**config.mk**
```make
export PLATFORM = sky130hd
export DESIGN_NAME = vga_rx_timing
export DESIGN_NICKNAME = d
export VERILOG_FILES = /design/src/rtl/vga_rx_pkg.sv /design/src/rtl/vga_rx_crc16.sv /design/src/rtl/vga_rx_timing.sv
export SDC_FILE = /design/constraint.sdc
export NUM_CORES = 1
export LEC_CHECK = 0
export CAP_MARGIN = 40
export CORE_MARGIN = 2
export CORE_UTILIZATION = 45
export CTS_CLUSTER_SIZE = 40
export DETAILED_ROUTE_END_ITERATION = 8
export GPL_TIMING_DRIVEN = 0
export PLACE_DENSITY = 0.76
export SKIP_LAST_GASP = 1
export SLEW_MARGIN = 10
export SYNTH_ARGS = -nofsm -noshare
export SYNTH_HDL_FRONTEND = slang
export SYNTH_SLANG_ARGS = --single-unit
```
**constraint.sdc**
```tcl
create_clock -name clk_i -period 8.58 [get_ports clk_i]
set_input_delay 0.858 -clock clk_i [delete_from_list [all_inputs] [get_ports clk_i]]
set_output_delay 0.858 -clock clk_i [all_outputs]
set_load 0.02 [all_outputs]
```
**src/rtl/vga_rx_pkg.sv**
```systemverilog
// vga_rx_pkg: shared types and constants for the VGA receive timing block.
//   rx_state_e     receiver lock FSM encoding
//   DEF_*          default 640x480 @ 800x525 timing
//   CNT_W/CNT_MAX  counter width and saturation value (11-bit unsigned)
//   CRC16_*        CRC-16/CCITT polynomial and seed, plus a 16-bit step function
package vga_rx_pkg;

    typedef enum logic [1:0] {
        SEARCH = 2'd0,
        CHECK  = 2'd1,
        LOCKED = 2'd2
    } rx_state_e;

    localparam int DEF_CD       = 12;
    localparam int DEF_H_ACTIVE = 640;
    localparam int DEF_H_SYNC   = 96;
    localparam int DEF_H_BP     = 48;
    localparam int DEF_H_TOTAL  = 800;
    localparam int DEF_V_ACTIVE = 480;
    localparam int DEF_V_SYNC   = 2;
    localparam int DEF_V_BP     = 33;
    localparam int DEF_V_TOTAL  = 525;
    localparam int DEF_SYNC_POL = 0;

    localparam int               CNT_W   = 11;
    localparam logic [CNT_W-1:0] CNT_MAX = 11'h7FF;

    localparam logic [15:0] CRC16_POLY = 16'h1021;
    localparam logic [15:0] CRC16_INIT = 16'hFFFF;

    // MSB-first, non-reflected CCITT update over one 16-bit word.
    function automatic logic [15:0] crc16_step(input logic [15:0] crc, input logic [15:0] data);
        logic [15:0] c;
        c = crc;
        for (int i = 15; i >= 0; i--) begin
            if (c[15] ^ data[i]) c = {c[14:0], 1'b0} ^ CRC16_POLY;
            else                 c = {c[14:0], 1'b0};
        end
        return c;
    endfunction

endpackage

```
**src/rtl/vga_rx_crc16.sv**
```systemverilog
// vga_rx_crc16: running CRC-16/CCITT over received pixels.
// Only built when VGA_RX_CRC_EN is defined; otherwise this file is empty.
// Ports:
//   clk_i   system clock
//   rst_i   asynchronous reset, active-high (CRC returns to seed)
//   en_i    fold data_i into the running CRC this clock
//   clr_i   restart from the seed (wins over en_i)
//   data_i  16-bit pixel word
//   crc_o   running CRC
`ifdef VGA_RX_CRC_EN
module vga_rx_crc16
    import vga_rx_pkg::*;
(
    input  logic        clk_i,
    input  logic        rst_i,
    input  logic        en_i,
    input  logic        clr_i,
    input  logic [15:0] data_i,
    output logic [15:0] crc_o
);

    logic [15:0] crc_q;
    logic [15:0] crc_d;

    always_comb begin
        crc_d = crc_q;
        if (clr_i)     crc_d = CRC16_INIT;
        else if (en_i) crc_d = crc16_step(crc_q, data_i);
    end

    always_ff @(posedge clk_i or posedge rst_i) begin
        if (rst_i) crc_q <= CRC16_INIT;
        else       crc_q <= crc_d;
    end

    assign crc_o = crc_q;

endmodule
`endif

```
**src/rtl/vga_rx_timing.sv**
```systemverilog
// vga_rx_timing: locks to incoming VGA sync timing and recovers pixel
// coordinates, data-enable and frame/line strobes; measures line/frame length.
// Optional per-frame CRC of active pixels when VGA_RX_CRC_EN is defined
// (otherwise frame_crc_o is tied to 0).
//
// Ports:
//   clk_i, reset_i        clock, asynchronous active-high reset
//   pix_tick_i            pixel strobe qualifying all sampling
//   hsync_i, vsync_i      sync inputs, asserted level SYNC_POL
//   rgb_i                 pixel colour
//   pix_vld_o             pulse: x/y/de/pix_rgb updated
//   x_o, y_o              active column/row (0 outside the active area)
//   de_o                  active pixel while locked
//   pix_rgb_o             registered colour, 0 when de_o=0
//   sof_o, eol_o          first pixel of frame / last pixel of line (locked only)
//   locked_o              FSM in LOCKED
//   err_o                 pulse on timing mismatch or line counter saturation
//   h_meas_o, v_meas_o    last measured line length (ticks) / frame length (lines)
//   frame_crc_o           CRC of the last clean locked frame
//
// state  | meaning
// SEARCH | waiting for a vsync assertion edge
// CHECK  | one frame being measured against the expected totals
// LOCKED | timing verified; de/sof/eol enabled, checks continue
module vga_rx_timing
    import vga_rx_pkg::*;
#(
    parameter int CD       = DEF_CD,
    parameter int H_ACTIVE = DEF_H_ACTIVE,
    parameter int H_SYNC   = DEF_H_SYNC,
    parameter int H_BP     = DEF_H_BP,
    parameter int H_TOTAL  = DEF_H_TOTAL,
    parameter int V_ACTIVE = DEF_V_ACTIVE,
    parameter int V_SYNC   = DEF_V_SYNC,
    parameter int V_BP     = DEF_V_BP,
    parameter int V_TOTAL  = DEF_V_TOTAL,
    parameter int SYNC_POL = DEF_SYNC_POL
) (
    input  logic             clk_i,
    input  logic             reset_i,
    input  logic             pix_tick_i,
    input  logic             hsync_i,
    input  logic             vsync_i,
    input  logic [CD-1:0]    rgb_i,
    output logic             pix_vld_o,
    output logic [CNT_W-1:0] x_o,
    output logic [CNT_W-1:0] y_o,
    output logic             de_o,
    output logic [CD-1:0]    pix_rgb_o,
    output logic             sof_o,
    output logic             eol_o,
    output logic             locked_o,
    output logic             err_o,
    output logic [CNT_W-1:0] h_meas_o,
    output logic [CNT_W-1:0] v_meas_o,
    output logic [15:0]      frame_crc_o
);

    localparam logic             SYNC_LVL = (SYNC_POL != 0);
    localparam logic [CNT_W-1:0] H_START  = CNT_W'(H_SYNC + H_BP);
    localparam logic [CNT_W-1:0] H_END    = CNT_W'(H_SYNC + H_BP + H_ACTIVE);
    localparam logic [CNT_W-1:0] H_LAST   = CNT_W'(H_ACTIVE - 1);
    localparam logic [CNT_W-1:0] V_START  = CNT_W'(V_SYNC + V_BP);
    localparam logic [CNT_W-1:0] V_END    = CNT_W'(V_SYNC + V_BP + V_ACTIVE);
    localparam logic [CNT_W-1:0] H_TOT    = CNT_W'(H_TOTAL);
    localparam logic [CNT_W-1:0] V_TOT    = CNT_W'(V_TOTAL);

    rx_state_e        state_q, state_d;
    logic             hs_q, vs_q;
    logic [CNT_W-1:0] h_cnt_q, h_cnt_d;
    logic [CNT_W-1:0] v_cnt_q, v_cnt_d;
    logic [CNT_W-1:0] h_meas_q, h_meas_d;
    logic [CNT_W-1:0] v_meas_q, v_meas_d;
    logic             skip_q, skip_d;
    logic             pix_vld_q;
    logic [CNT_W-1:0] x_q, x_d;
    logic [CNT_W-1:0] y_q, y_d;
    logic             de_q, de_d;
    logic [CD-1:0]    pix_rgb_q, pix_rgb_d;
    logic             sof_q, sof_d;
    logic             eol_q, eol_d;
    logic             locked_q;
    logic             err_q, err_d;

    logic             hs_edge, vs_edge;
    logic             sat_err, h_bad, v_bad, fail;
    logic [CNT_W-1:0] h_len, v_len;
    logic             h_act, v_act;

    always_comb begin
        hs_edge = pix_tick_i && (hsync_i == SYNC_LVL) && (hs_q != SYNC_LVL);
        vs_edge = pix_tick_i && (vsync_i == SYNC_LVL) && (vs_q != SYNC_LVL);

        // Lengths include the tick that ends the line/frame.
        h_len = h_cnt_q + 11'd1;
        v_len = v_cnt_q + 11'd1;

        h_cnt_d  = h_cnt_q;
        v_cnt_d  = v_cnt_q;
        h_meas_d = h_meas_q;
        v_meas_d = v_meas_q;
        sat_err  = 1'b0;
        if (pix_tick_i) begin
            if (hs_edge) begin
                h_cnt_d = '0;
            end else if (h_cnt_q != CNT_MAX) begin
                h_cnt_d = h_len;
                sat_err = (h_len == CNT_MAX);
            end
            // A coincident vsync edge makes this line 0.
            if (vs_edge)                             v_cnt_d = '0;
            else if (hs_edge && v_cnt_q != CNT_MAX) v_cnt_d = v_len;
            if (hs_edge) h_meas_d = h_len;
            if (vs_edge) v_meas_d = v_len;
        end

        // The line that ends first after entering CHECK began unaligned.
        skip_d = skip_q;
        if (state_q == SEARCH && vs_edge) skip_d = 1'b1;
        else if (hs_edge)                 skip_d = 1'b0;

        h_bad = hs_edge && !skip_q && (h_len != H_TOT);
        v_bad = vs_edge && (v_len != V_TOT);
        fail  = (state_q != SEARCH) && (h_bad || v_bad);

        state_d = state_q;
        if (pix_tick_i) begin
            case (state_q)
                SEARCH:  if (vs_edge) state_d = CHECK;
                CHECK: begin
                    if (fail)         state_d = SEARCH;
                    else if (vs_edge) state_d = LOCKED;
                end
                LOCKED:  if (fail) state_d = SEARCH;
                default: state_d = SEARCH;
            endcase
            if (sat_err) state_d = SEARCH;
        end
        err_d = fail || sat_err;

        h_act = (h_cnt_d >= H_START) && (h_cnt_d < H_END);
        v_act = (v_cnt_d >= V_START) && (v_cnt_d < V_END);
        x_d   = '0;
        y_d   = '0;
        if (h_act && v_act) begin
            x_d = h_cnt_d - H_START;
            y_d = v_cnt_d - V_START;
        end
        de_d      = h_act && v_act && (state_d == LOCKED);
        pix_rgb_d = de_d ? rgb_i : '0;
        sof_d     = de_d && (x_d == '0) && (y_d == '0);
        eol_d     = de_d && (x_d == H_LAST);
    end

    always_ff @(posedge clk_i or posedge reset_i) begin
        if (reset_i) begin
            state_q   <= SEARCH;
            hs_q      <= ~SYNC_LVL;
            vs_q      <= ~SYNC_LVL;
            h_cnt_q   <= '0;
            v_cnt_q   <= '0;
            h_meas_q  <= '0;
            v_meas_q  <= '0;
            skip_q    <= 1'b0;
            pix_vld_q <= 1'b0;
            x_q       <= '0;
            y_q       <= '0;
            de_q      <= 1'b0;
            pix_rgb_q <= '0;
            sof_q     <= 1'b0;
            eol_q     <= 1'b0;
            locked_q  <= 1'b0;
            err_q     <= 1'b0;
        end else begin
            state_q   <= state_d;
            h_cnt_q   <= h_cnt_d;
            v_cnt_q   <= v_cnt_d;
            h_meas_q  <= h_meas_d;
            v_meas_q  <= v_meas_d;
            skip_q    <= skip_d;
            pix_vld_q <= pix_tick_i;
            sof_q     <= pix_tick_i && sof_d;
            eol_q     <= pix_tick_i && eol_d;
            err_q     <= err_d;
            if (pix_tick_i) begin
                hs_q      <= hsync_i;
                vs_q      <= vsync_i;
                x_q       <= x_d;
                y_q       <= y_d;
                de_q      <= de_d;
                pix_rgb_q <= pix_rgb_d;
                locked_q  <= (state_d == LOCKED);
            end
        end
    end

    assign pix_vld_o = pix_vld_q;
    assign x_o       = x_q;
    assign y_o       = y_q;
    assign de_o      = de_q;
    assign pix_rgb_o = pix_rgb_q;
    assign sof_o     = sof_q;
    assign eol_o     = eol_q;
    assign locked_o  = locked_q;
    assign err_o     = err_q;
    assign h_meas_o  = h_meas_q;
    assign v_meas_o  = v_meas_q;

`ifdef VGA_RX_CRC_EN
    logic [15:0] crc_run;
    logic [15:0] frame_crc_q;

    vga_rx_crc16 u_crc (
        .clk_i  (clk_i),
        .rst_i  (reset_i),
        .en_i   (pix_tick_i && de_d),
        .clr_i  (vs_edge),
        .data_i (16'(rgb_i)),
        .crc_o  (crc_run)
    );

    // Publish only frames that stayed locked through to this vsync edge.
    always_ff @(posedge clk_i or posedge reset_i) begin
        if (reset_i)
            frame_crc_q <= '0;
        else if (vs_edge && state_q == LOCKED && state_d == LOCKED)
            frame_crc_q <= crc_run;
    end

    assign frame_crc_o = frame_crc_q;
`else
    assign frame_crc_o = '0;
`endif

endmodule

```
## Yosys cells after proc, flatten, opt, wreduce, memory -nomap -nowiden

Cells that the tools add are included.

- Output and inout port bits: 78
- Register bits: 89
- Bits of input ports: 17
- Word-level logic and storage cells: 86

- Equality and inequality tests: 9
- Bitwise operators: 2
- $lt $le $gt $ge: 4
- Add/sub/neg operators: 4
- Muxes and demuxes: 21
- Reduce and logical (&&, ||, !) cells: 29

Operator list:

| kind | count |
|---|---|
| 11-bit 2-to-1 mux | 8 |
| 11-bit by 1-bit adder with 11-bit output, second input constant | 2 |
| 11-bit zero test | 2 |
| 11-bit by 10-bit < comparator with 1-bit output, second input constant | 2 |
| 11-bit by 10-bit inequality test with 1-bit output, second input constant | 2 |
| 11-bit inequality test, second input constant | 2 |
| 1-bit logical AND | 19 |
| 12-bit 2-to-1 mux | 1 |
| 2-bit 2-to-1 mux | 6 |
| 11-bit by 10-bit == test with 1-bit output, second input constant | 1 |
| 11-bit == test, second input constant | 1 |
| 11-bit by 6-bit greater-or-equal comparator with 1-bit output, second input constant | 1 |
| 11-bit by 8-bit greater-or-equal comparator with 1-bit output, second input constant | 1 |
| 11-bit by 6-bit subtractor with 11-bit output, second input constant | 1 |
| 11-bit by 8-bit subtractor with 11-bit output, second input constant | 1 |
| 2-bit case mux with 3 select lines | 1 |
| 1-bit 2-to-1 mux | 5 |
| 2-bit == test, second input constant | 2 |
| 2-bit AND reduction | 2 |
| 2-bit nonzero test | 2 |
| 2-bit by 1-bit == test with 1-bit output, second input constant | 1 |
| 2-bit zero test | 1 |
| 1-bit logical OR | 2 |
| 1-bit inverter | 2 |
| 1-bit zero test | 1 |

## Logic depth before layout (Yosys ltp)

Gate-level depths: netlist of the first run.

- Word-level depth: 16
- Depth in mapped cells: 16
- Gate-level depth less buffers: 14

## Least setup slack after synthesis of the first run

Ideal clock, no wire load.

- Path type: input to register
- From: input hsync_i
- To: register sof_q (netlist: sof_o)
- Path buffers: 2
- Slack: 5,214 ps
- Stages: 14
- Setup time: 96 ps
- Arrival: 3,271 ps
- Required time: 8,484 ps
- Cells stage by stage: nand3b_1 -> clkbuf_1 -> nor2_1 -> xnor2_1 -> nand2_1 -> inv_1 -> ha_1 -> buf_1 -> o31a_1 -> o311ai_0 -> o21ai_0 -> nor3_1 -> nand3_1 -> nor4_2

- Elaborated cells between the ends (all ways): 38
- Classes of those cells: 2 x add/sub; 4 x order compare; 1 x eq/ne; 14 x mux; 1 x bitwise; 16 x reduce/logical

RTL lines:

| what | line | source |
|---|---|---|
| start, declared | vga_rx_timing.sv:42 | `input logic hsync_i,` |
| 1-bit inverter * | vga_rx_timing.sv:91 | `hs_edge = pix_tick_i && (hsync_i == SYNC_LVL) && (hs_q != SYNC_LVL);` |
| 1-bit logical AND * (2 in series) | vga_rx_timing.sv:91 |  |
| 1-bit logical AND * | vga_rx_timing.sv:112 | `else if (hs_edge && v_cnt_q != CNT_MAX) v_cnt_d = v_len;` |
| 11-bit 2-to-1 mux * | vga_rx_timing.sv:112 |  |
| 11-bit 2-to-1 mux * | vga_rx_timing.sv:111 | `if (vs_edge) v_cnt_d = '0;` |
| 11-bit 2-to-1 mux * | vga_rx_timing.sv:103 | `if (pix_tick_i) begin` |
| net v_cnt_d[0] | vga_rx_timing.sv:71 | `logic [CNT_W-1:0] v_cnt_q, v_cnt_d;` |
| 11-bit by 6-bit greater-or-equal comparator with 1-bit output or 11-bit by 10-bit < comparator with 1-bit output (tied branches) | vga_rx_timing.sv:142 | `v_act = (v_cnt_d >= V_START) && (v_cnt_d < V_END);` |
| 1-bit logical AND | vga_rx_timing.sv:142 |  |
| 1-bit logical AND | vga_rx_timing.sv:145, vga_rx_timing.sv:149 |  |
| 11-bit 2-to-1 mux | vga_rx_timing.sv:145 | `if (h_act && v_act) begin` |
| 11-bit zero test | vga_rx_timing.sv:151 | `sof_d = de_d && (x_d == '0) && (y_d == '0);` |
| 1-bit logical AND | vga_rx_timing.sv:151 |  |
| 1-bit logical AND * | vga_rx_timing.sv:151 |  |
| 1-bit logical AND * | vga_rx_timing.sv:182 | `sof_q <= pix_tick_i && sof_d;` |
| end signal, assigned | vga_rx_timing.sv:182 |  |
| end, declared | vga_rx_timing.sv:80 | `logic sof_q, sof_d;` |

The timed path passes the listed nets; every way through them passes the cells marked *.
A chain may end at the register's enable or synchronous reset.

## Final worst setup path of the first run

- From: input pix_tick_i
- To: register sof_q (netlist: sof_o)

- Elaborated cells between the ends (all ways): 42
- Classes of those cells: 2 x add/sub; 4 x order compare; 1 x eq/ne; 16 x mux; 19 x reduce/logical

RTL lines:

| what | line | source |
|---|---|---|
| start, declared | vga_rx_timing.sv:41 | `input logic pix_tick_i,` |
| 1-bit logical AND (2 in series) | vga_rx_timing.sv:91 |  |
| 1-bit logical AND | vga_rx_timing.sv:112 |  |
| 11-bit 2-to-1 mux | vga_rx_timing.sv:112 |  |
| 11-bit 2-to-1 mux | vga_rx_timing.sv:111 |  |
| 11-bit 2-to-1 mux * | vga_rx_timing.sv:103 |  |
| net v_cnt_d[0] | vga_rx_timing.sv:71 |  |
| 11-bit by 6-bit greater-or-equal comparator with 1-bit output or 11-bit by 10-bit < comparator with 1-bit output (tied branches) | vga_rx_timing.sv:142 |  |
| 1-bit logical AND | vga_rx_timing.sv:142 |  |
| 1-bit logical AND | vga_rx_timing.sv:145, vga_rx_timing.sv:149 |  |
| 11-bit 2-to-1 mux | vga_rx_timing.sv:145 |  |
| 11-bit zero test | vga_rx_timing.sv:151 |  |
| 1-bit logical AND | vga_rx_timing.sv:151 |  |
| 1-bit logical AND * | vga_rx_timing.sv:151 |  |
| 1-bit logical AND * | vga_rx_timing.sv:182 |  |

Marks and branches as above.

==> results of run 1 <==
==> layout make-up <==
cell class                      instances  area [sq um]
Sequential cell                        89          2230
Multi-Input combinational cell        408          2570
Inverter                               16          62.6
Timing Repair Buffer                   79           808
Clock inverter                          4          76.3
Fill cell                             991          4490
Tap cell                              140           175
Clock buffer                           11           243
Buffer                                 56           320
==> cell usage after synthesis (13+ instances only) <==
library cell / count / share of area
inv_1: 16 / 0.012
clkbuf_1: 21 / 0.015
dfrtp_1: 87 / 0.42
buf_2: 13 / 0.013
xnor2_1: 20 / 0.034
nand3_1: 20 / 0.020
o21ai_0: 40 / 0.039
a22o_1: 13 / 0.022
nand2_1: 85 / 0.062
buf_4: 17 / 0.025
xor2_1: 14 / 0.024
o2bb2ai_1: 19 / 0.032
nor2_1: 24 / 0.018
==> metal layers <==
metal / global-route usage / vias to the layer above / routed length, microns
met4: 0.0950 / 0 / 311
li1: - / 2172 / -
met3: 0.0569 / 23 / 895
met2: 0.346 / 163 / 6160
met5: 0 / - / 0
met1: 0.306 / 2159 / 6230
==> final timing paths <==
| kind | end | slack [ns] | depth (start not counted) | start |
|---|---|---|---|---|
| max | sof_o | 4.10 | 14 | pix_tick_i |
| min | v_meas_o[10] | 0.48 | 2 | v_meas_o[10] |
| max reg2reg | sof_o | 4.64 | 16 | v_cnt_q[0] |
| min reg2reg | v_meas_o[10] | 0.48 | 2 | v_meas_o[10] |
| max in group asynchronous | vs_q | 7.08 | 3 | reset_i |
| min in group asynchronous | pix_rgb_o[3] | 0.82 | 2 | reset_i |
==> flip-flops by register name (all words and copies together), names as in the netlist, 2 cells and up <==
signal / cells
pix_rgb_o: 12
h_cnt_q: 11
h_meas_o: 11
v_cnt_q: 11
v_meas_o: 11
x_o: 11
y_o: 11
state_q: 2
==> metrics by stage <==
stage          instance area (sq um)  total power [uW]
2_1_floorplan                   5180               789
3_3_place_gp                    6140               941
3_5_place_dp                    6170               953
4_1_cts                         6490              1380
5_1_grt                         6490              1450
6_report                        6490              1380
==> worst register-to-register path: cells and delay by family (launching register included) <==
family | cells | cell delay, ns
xor+xnor | 1 | 0.12
flops | 1 | 0.43
simple gates | 7 | 1.51
compound gates | 3 | 0.90
fa+ha+maj | 2 | 0.48
buf+inv | 3 | 0.42
==> power by group through the flow <==
stage	Sequential, uW	Clock (uW)	Combinational [uW]
2_1_floorplan	579	0	210
3_3_place_gp	533	0	408
3_5_place_dp	537	0	416
6_report	531	431	419
5_1_grt	540	455	458
4_1_cts	531	434	419
==> cells by family after synthesis <==
group | synth area share
xor+xnor | 0.0581
simple gates | 0.206
mux | 0.0124
other cells | 0.000731
compound gates | 0.197
buf+inv | 0.0742
flops | 0.435
fa+ha+maj | 0.0171
==> placed cells by master, fill, tap and decap left out, types with 10 or more instances in the layout <==
cell / instances
a21oi_1: 10
a22o_1: 13
buf_2: 13
buf_4: 17
clkbuf_1: 22
clkdlybuf4s50_1: 78
conb_1: 16
dfrtp_1: 87
inv_1: 15
nand2_1: 85
nand3_1: 20
nor2_1: 24
nor3_1: 10
o21ai_0: 40
o2bb2ai_1: 19
xnor2_1: 20
xor2_1: 14
==> results.py, run 1 <==
metrics = {
    "run_status": {
        "status": "completed",
    },
    "drt": {
        "viasPerCell": 5.63,
        "drtIter0Drc": 214,
        "vias": 4517,
        "final_antenna_net_count": 0,
        "routedWlPerCell_microns": 16.9,
        "first_pass_iters": 4,
        "drc": 0,
        "drt_wl_total_mm": 13.6,
    },
    "clock_tree": {
        "clock_sinks": 89,
        "cts_made_buffers": 9,
        "htreeDepth": 3,
        "cts_hold_buf": 0,
        "postCtsSetupBuffers": 0,
        "clk_path_buf_depth": 2,
        "path_clk_slew_ns": 0.06,
        "worstSkewPairLatency_ns": 0.35,
        "root_buffer": "clkbuf_16",
        "cts_tree": "done",
        "post_cts_resized": 0,
    },
    "cells_and_area": {
        "fin_nets": 683,
        "area_delta_synth_final_pct": 26.5,
        "layout.cells.non_filler": 803,
        "fin_util": 0.591,
        "drive_above_1_share": 0.0995,
        "antennaDiodeCount": 0,
    },
    "yosys": {
        "synthArstFlopShare": 1.00,
        "synth_edf_count": 0,
        "syn_area_sq_um": 5130,
        "ys.flop_type": "dfrtp_1",
        "ys_seq_elements": 89,
        "yosysSeqAreaShare": 0.435,
        "synth_cell_types": 68,
        "syn_avg_cell_area_sq_um": 9.26,
        "ys_warn_count": 0,
        "syn_inst": 554,
    },
    "global_routing": {
        "grtUsageTotal": 0.226,
        "antenna_found_initial": 0,
        "grt_overflow_total": 0,
        "grt_pass1_wl_mm": 22.4,
        "grt_max_degree": 67,
        "grt_pass1_vias": 4471,
    },
    "pwr": {
        "power_frac_seq": 0.384,
        "leakage_uw": 0.00288,
        "pwr-share-clk": 0.312,
        "switchingPower_uw": 457,
        "power.density_nw_per_um2": 213,
        "sw_frac_of_total": 0.331,
        "p_int_uw": 924,
        "p_comb_frac": 0.304,
        "ir_worst_vdd_uv": 147,
    },
    "timing": {
        "holdWs_ns": 0.478,
        "worstMarginPinSlew_ns": 0.891,
        "fin_crit_ns": 4.48,
        "grt_setup_unrepaired": "false",
        "hold_viol_final": 0,
        "period_share": 0.522,
        "slew-limit-headroom": 0.402,
        "final.setup.worst_slack_ns": 4.10,
        "setup_viol": 0,
        "final_max_slew_viol_count": 0,
        "setup-tns-final_ns": 0,
        "finClkSkew_ns": 0.0101,
        "fmax_mhz": 223,
    },
    "floorplanning": {
        "row_count": 38,
        "ios": 95,
        "start_util": 0.467,
        "die_x_microns": 111,
        "die_area_sq_um": 12300,
        "core_area_sq_um": 11000,
        "die-height_microns": 111,
    },
    "placed_design": {
        "port_buffers": 78,
        "place.gp.congestion": 0.913,
        "post-dp-hpwl_mm": 10.1,
        "place_inst": 788,
        "post-place-ws_ns": 3.82,
    },
    "setup_path": {
        "critPathMostFrequentCell": "clkbuf_1",
        "worstPathCellList": "clkdlybuf4s50_1 > clkbuf_1 > nand3b_1 > clkbuf_1 > nand2_1 > inv_1 > ha_1 > buf_1 > o31a_1 > o311ai_0 > o21ai_0 > nor3_1 > nand3_1 > nor4_2",
        "cp.required_ns": 8.84,
        "worst-path-buf-inv": 5,
        "criticalPathCategory": "in2reg",
        "crit_arrival_ns": 4.74,
        "cp_top_family": "buffers and inverters",
        "slowest_delay_ns": 0.62,
        "cp-end-kind": "flop",
        "crit_path_max_fanout": 10,
        "cp-start-kind": "primary input",
        "cpMaxStageDelayCell": "clkdlybuf4s50_1",
    },
    "run": {
        "max_cap_violations": 0,
    },
    "hold_path": {
        "hp-class": "reg2reg",
    },
}
No activity file was read; power rests on OpenSTA's default activity.
==> run 2: changes to the inputs <==
==> constraint.sdc (replaced) <==
create_clock -name clk_i -period 4.2 [get_ports clk_i]
set_input_delay 0.42 -clock clk_i [delete_from_list [all_inputs] [get_ports clk_i]]
set_output_delay 0.42 -clock clk_i [all_outputs]
set_load 0.02 [all_outputs]
==> run 2 against run 1 <==
Against the previous run:
- first-iteration DRC count grew 17%
- final cell count unchanged
- via count is 0.55% lower
- largest cell class unchanged
==> results.py, run 2 (synthesized netlist as in run 1, its figures left out) <==
metrics = {
    "run_status": {
        "status": "completed",
    },
    "clock_tree": {
        "path_clk_slew_ns": 0.07,
        "clk_path_buf_depth": 2,
        "htreeDepth": 3,
        "cts_tree": "done",
        "worstSkewPairLatency_ns": 0.35,
        "clock_sinks": 89,
        "cts_made_buffers": 9,
        "root_buffer": "clkbuf_16",
    },
    "global_routing": {
        "grt_pass1_vias": 4471,
        "grt_overflow_total": 0,
        "grt_pass1_wl_mm": 22.4,
        "antenna_found_initial": 0,
        "grt_max_degree": 67,
        "grtUsageTotal": 0.226,
    },
    "placed_design": {
        "post-dp-hpwl_mm": 10.1,
        "place_inst": 788,
        "place.gp.congestion": 0.913,
        "placed_area_sq_um": 6170,
        "port_buffers": 78,
    },
    "timing": {
        "setup-tns-final_ns": 0,
        "hold_viol_final": 0,
        "setup_viol": 0,
        "period_share": 0.918,
        "holdWs_ns": 0.387,
        "finClkSkew_ns": 0.00751,
        "fin_crit_ns": 3.86,
        "final_max_slew_viol_count": 0,
        "grt_setup_unrepaired": "false",
        "slew-limit-headroom": 0.408,
        "worstMarginPinSlew_ns": 0.883,
        "fmax_mhz": 259,
    },
    "cells_and_area": {
        "layout_common_cells": "dfrtp_1 (87), nand2_1 (85), clkdlybuf4s50_1 (78)",
        "area_delta_synth_final_pct": 26.8,
        "largest_reg_flops": 12,
        "finalInstanceArea_sq_um": 6500,
        "layout.cells.non_filler": 803,
        "drive_above_1_share": 0.106,
        "fin_nets": 683,
        "antennaDiodeCount": 0,
        "final_common_cell": "dfrtp_1",
        "nFillCells": 989,
    },
    "pwr": {
        "power.density_nw_per_um2": 433,
        "power_uw": 2820,
        "ir_worst_vdd_uv": 298,
        "leakage_uw": 0.00289,
    },
    "run": {
        "max_cap_violations": 0,
    },
    "floorplanning": {
        "die_x_microns": 111,
        "core_area_sq_um": 11000,
        "die_area_sq_um": 12300,
        "ios": 95,
        "start_util": 0.467,
        "die-height_microns": 111,
        "row_count": 38,
    },
    "drt": {
        "vias": 4492,
        "drc": 0,
        "final_antenna_net_count": 0,
        "viasPerCell": 5.59,
        "first_pass_iters": 5,
        "drtIter0Drc": 251,
        "routedWlPerCell_microns": 16.9,
        "drt_wl_total_mm": 13.6,
    },
    "setup_path": {
        "cp.required_ns": 4.45,
        "cp-end-kind": "flop",
        "cpMaxStageDelayCell": "clkdlybuf4s50_1",
        "cp-start-kind": "primary input",
        "worstPathCellList": "clkdlybuf4s50_1 > inv_1 > nor3b_2 > clkbuf_1 > a21oi_1 > ha_1 > buf_1 > o31a_1 > o311ai_0 > o21ai_0 > nor3_1 > nand3_1 > nor4_2",
        "slowest_delay_ns": 0.62,
        "criticalPathCategory": "in2reg",
        "crit_path_max_fanout": 10,
        "crit_arrival_ns": 4.11,
    },
    "hold_path": {
        "hp-class": "in2async",
    },
}
[run 2: cell counts in the layout (fill, tap and decap cells not counted)]
Identical to the previous run, type by type.
[run 2: area by class of cell]
type / count / area [sq um] / share of cell area
multi-input cells: 408 / 2590 / 0.398
flip-flops and latches: 89 / 2230 / 0.343
repair buffers: 79 / 808 / 0.124
plain buffers: 56 / 322 / 0.0494
clock buffers: 11 / 243 / 0.0373
well taps: 140 / 175 / 0.0269
clock inverters: 4 / 76.3 / 0.0117
inverters: 16 / 62.6 / 0.00962
[run 2: timing repair]
action | 4_1_cts | 5_1_grt
endpoints found under the hold margin | 0 | 0
gates resized for setup | 0 | 5
setup buffers | 0 | 0
endpoints found under the setup margin | 0 | 1
hold buffers | 0 | 0
[run 2: per-layer routing]
metal  GRT usage  wire length [microns]
met1       0.306                   6260
met2       0.346                   6120
met3      0.0569                    921
met4      0.0950                    299
met5           0                      0
[run 2: worst max-delay path: cells and delay by family]
kind | cells | cell delay (ns)
adders and majority gates | 1 | 0.21
AOI/OAI and AO/OA | 4 | 1.01
buffers and inverters | 4 | 1.47
and+or+nand+nor | 4 | 1.00
[run 2: final timing paths]
| kind | startpoint | to | slack (ns) | depth (start not counted) |
|---|---|---|---|---|
| setup / recovery | pix_tick_i | sof_o | 0.34 | 13 |
| hold / removal | reset_i | pix_rgb_o[3] | 0.39 | 2 |
| setup reg to reg | v_cnt_q[0] | sof_o | 0.39 | 16 |
| hold reg to reg | v_meas_o[10] | v_meas_o[10] | 0.48 | 2 |
| max in group asynchronous | reset_i | vs_q | 3.14 | 3 |
| min in group clk_i | v_meas_o[10] | v_meas_o[10] | 0.48 | 2 |
[run 2: through the flow]
step | util | setup WS (ns)
finish | 0.592 | 0.343
global route | 0.592 | 0.00813
CTS | 0.591 | 0.200
detailed placement | 0.562 | -0.120
global placement | 0.559 | -0.0992
floorplan | - | 0.942
[run 2: power breakdown]
part | internal, uW | total [uW] | switching (uW)
registers | 984 | 1080 | 101
clock network | 537 | 878 | 342
logic | 368 | 856 | 488
total | 1890 | 2820 | 931
==> run 3: changes to the inputs <==
--- a/config.mk
+++ b/config.mk
@@ -12,6 +12,7 @@
 export DETAILED_ROUTE_END_ITERATION = 8
 export GPL_TIMING_DRIVEN = 0
 export PLACE_DENSITY = 0.76
+export REMOVE_ABC_BUFFERS = 1
 export SKIP_LAST_GASP = 1
 export SLEW_MARGIN = 10
 export SYNTH_ARGS = -nofsm -noshare
==> run 3 against run 2 <==
Against the previous run:
- combinational power decreased by 4.8%
- worst hold slack improved by 0.083 ns
- core utilization decreased by 2.4 points
- critical path depth decreased by 2
- final area decreased by 4.0%
- power decreased by 3.5%
- first-iteration DRC count decreased by 1.6%
- sequential share of layout area increased by 1.4 points
- critical path type unchanged
- critical endpoint unchanged
- largest cell class unchanged
- largest power group unchanged
==> results.py, run 3 (synthesized netlist as in run 1, its figures left out) <==
metrics = {
    "clock_tree": {
        "clk_path_buf_depth": 2,
        "clock_sinks": 89,
        "cts_made_buffers": 9,
        "root_buffer": "clkbuf_16",
        "path_clk_slew_ns": 0.06,
        "htreeDepth": 3,
        "cts_tree": "done",
        "worstSkewPairLatency_ns": 0.34,
    },
    "placed_design": {
        "post-dp-hpwl_mm": 8.90,
        "port_buffers": 78,
        "post-place-ws_ns": -1.06,
        "placed_area_sq_um": 5900,
        "place.gp.congestion": 0.841,
    },
    "setup_path": {
        "cp.required_ns": 4.44,
        "criticalPathCategory": "in2reg",
        "crit_path_max_fanout": 24,
        "cp-end-kind": "flop",
        "crit_arrival_ns": 4.18,
        "cp-start-kind": "primary input",
    },
    "global_routing": {
        "antenna_found_initial": 0,
        "grt_overflow_total": 0,
        "grt_pass1_wl_mm": 20.4,
        "grt_max_degree": 52,
        "grtUsageTotal": 0.200,
        "grt_pass1_vias": 4051,
    },
    "timing": {
        "finClkSkew_ns": 0.00644,
        "setup_viol": 0,
        "hold_viol_final": 0,
        "fmax_mhz": 254,
        "period_share": 0.937,
        "grt_setup_unrepaired": "false",
        "final_max_slew_viol_count": 0,
        "worstMarginPinSlew_ns": 0.853,
        "fin_crit_ns": 3.94,
        "slew-limit-headroom": 0.428,
        "final.setup.worst_slack_ns": 0.263,
    },
    "cells_and_area": {
        "nFillCells": 957,
        "final_common_cell": "dfrtp_1",
        "area_delta_synth_final_pct": 21.7,
        "drive_above_1_share": 0.0683,
        "final-seq-area_sq_um": 2230,
        "multi_input_area_sq_um": 2590,
        "antennaDiodeCount": 0,
        "finalInstanceArea_sq_um": 6240,
        "largest_reg_flops": 12,
        "layout_common_cells": "dfrtp_1 (87), nand2_1 (85), clkdlybuf4s50_1 (78)",
        "fin_nets": 634,
    },
    "floorplanning": {
        "die_x_microns": 111,
        "die-height_microns": 111,
        "start_util": 0.467,
        "die_area_sq_um": 12300,
        "core_area_sq_um": 11000,
        "ios": 95,
        "row_count": 38,
    },
    "drt": {
        "wl_met3_microns": 926,
        "wl_met2_mm": 5.57,
        "routedWlPerCell_microns": 16.4,
        "routedLengthMet1_mm": 5.69,
        "final_antenna_net_count": 0,
        "viasPerCell": 5.76,
        "drtIter0Drc": 247,
        "drt_wl_total_mm": 12.4,
        "top_layer": "met4",
        "first_pass_iters": 5,
        "vias": 4351,
        "drc": 0,
    },
    "pwr": {
        "leakage_uw": 0.00271,
        "ir_worst_vdd_uv": 261,
        "power.density_nw_per_um2": 436,
    },
    "run_status": {
        "status": "completed",
    },
    "run": {
        "max_cap_violations": 0,
    },
    "hold_path": {
        "hp-class": "in2async",
    },
}
==> run 3: what timing repair did <==
item                                   in CTS  in global routing
setup endpoints to repair                  37                 36
resized for setup                           2                  2
setup buffers                               2                  2
pin swaps                                   2                  1
hold buffers                                0                  0
endpoints found under the hold margin       0                  0
cloned                                      0                  0
==> run 3: worst max-delay path, cell delays in order <==
cell and delay, ns:
clkdlybuf4s50_1 0.79, buf_8 0.26, nand3b_1 0.22, a311oi_2 0.38, nor3_2 0.18, a2111o_1 0.49
o21a_1 0.21, a2111o_1 0.39, nor4b_4 0.34, nand3_1 0.18, nor4_2 0.29
==> run 3: area by class of cell <==
cell class	instances	area share
Tap cell	140	0.0281
Timing Repair Buffer	86	0.142
Sequential cell	89	0.357
Inverter	16	0.0104
Clock inverter	3	0.00641
Clock buffer	13	0.0417
Multi-Input combinational cell	408	0.415
==> run 3: metrics by stage <==
| stage | hold WS, ns | util | instances | TNS, ns | total power [uW] |
|---|---|---|---|---|---|
| 3_5_place_dp | 0.470 | 0.537 | 735 | -20.90 | 1920 |
| 4_1_cts | 0.479 | 0.567 | 753 | 0 | 2740 |
| 6_report | 0.470 | 0.568 | 755 | 0 | 2720 |
| 3_3_place_gp | 0.460 | 0.530 | 731 | -95.59 | 1880 |
| 5_1_grt | 0.505 | 0.568 | 755 | 0 | 2870 |
| 2_1_floorplan | 0.451 | - | 513 | 0 | 1580 |
==> run 3: worst paths after layout <==
kind / from / to / slack [ns] / cells after the start
setup / recovery: pix_tick_i / sof_o / 0.26 / 11
hold / removal: reset_i / y_o[2] / 0.47 / 2
setup reg to reg: h_cnt_q[1] / y_o[7] / 0.40 / 11
hold reg to reg: h_meas_o[4] / h_meas_o[4] / 0.48 / 2
max in group asynchronous: reset_i / hs_q / 3.07 / 3
min in group clk_i: h_meas_o[4] / h_meas_o[4] / 0.48 / 2
==> run 3: power by group <==
part | total (uW) | switching, uW | internal (uW)
clock | 809 | 317 | 492
combinational | 815 | 463 | 352
sequential | 1100 | 113 | 984
==> run 3: layer usage <==
metal	GRT usage	vias to the layer above
met1	0.286	2076
met3	0.0503	15
li1	-	2075
met2	0.294	185
met4	0.0733	0
met5	0	-
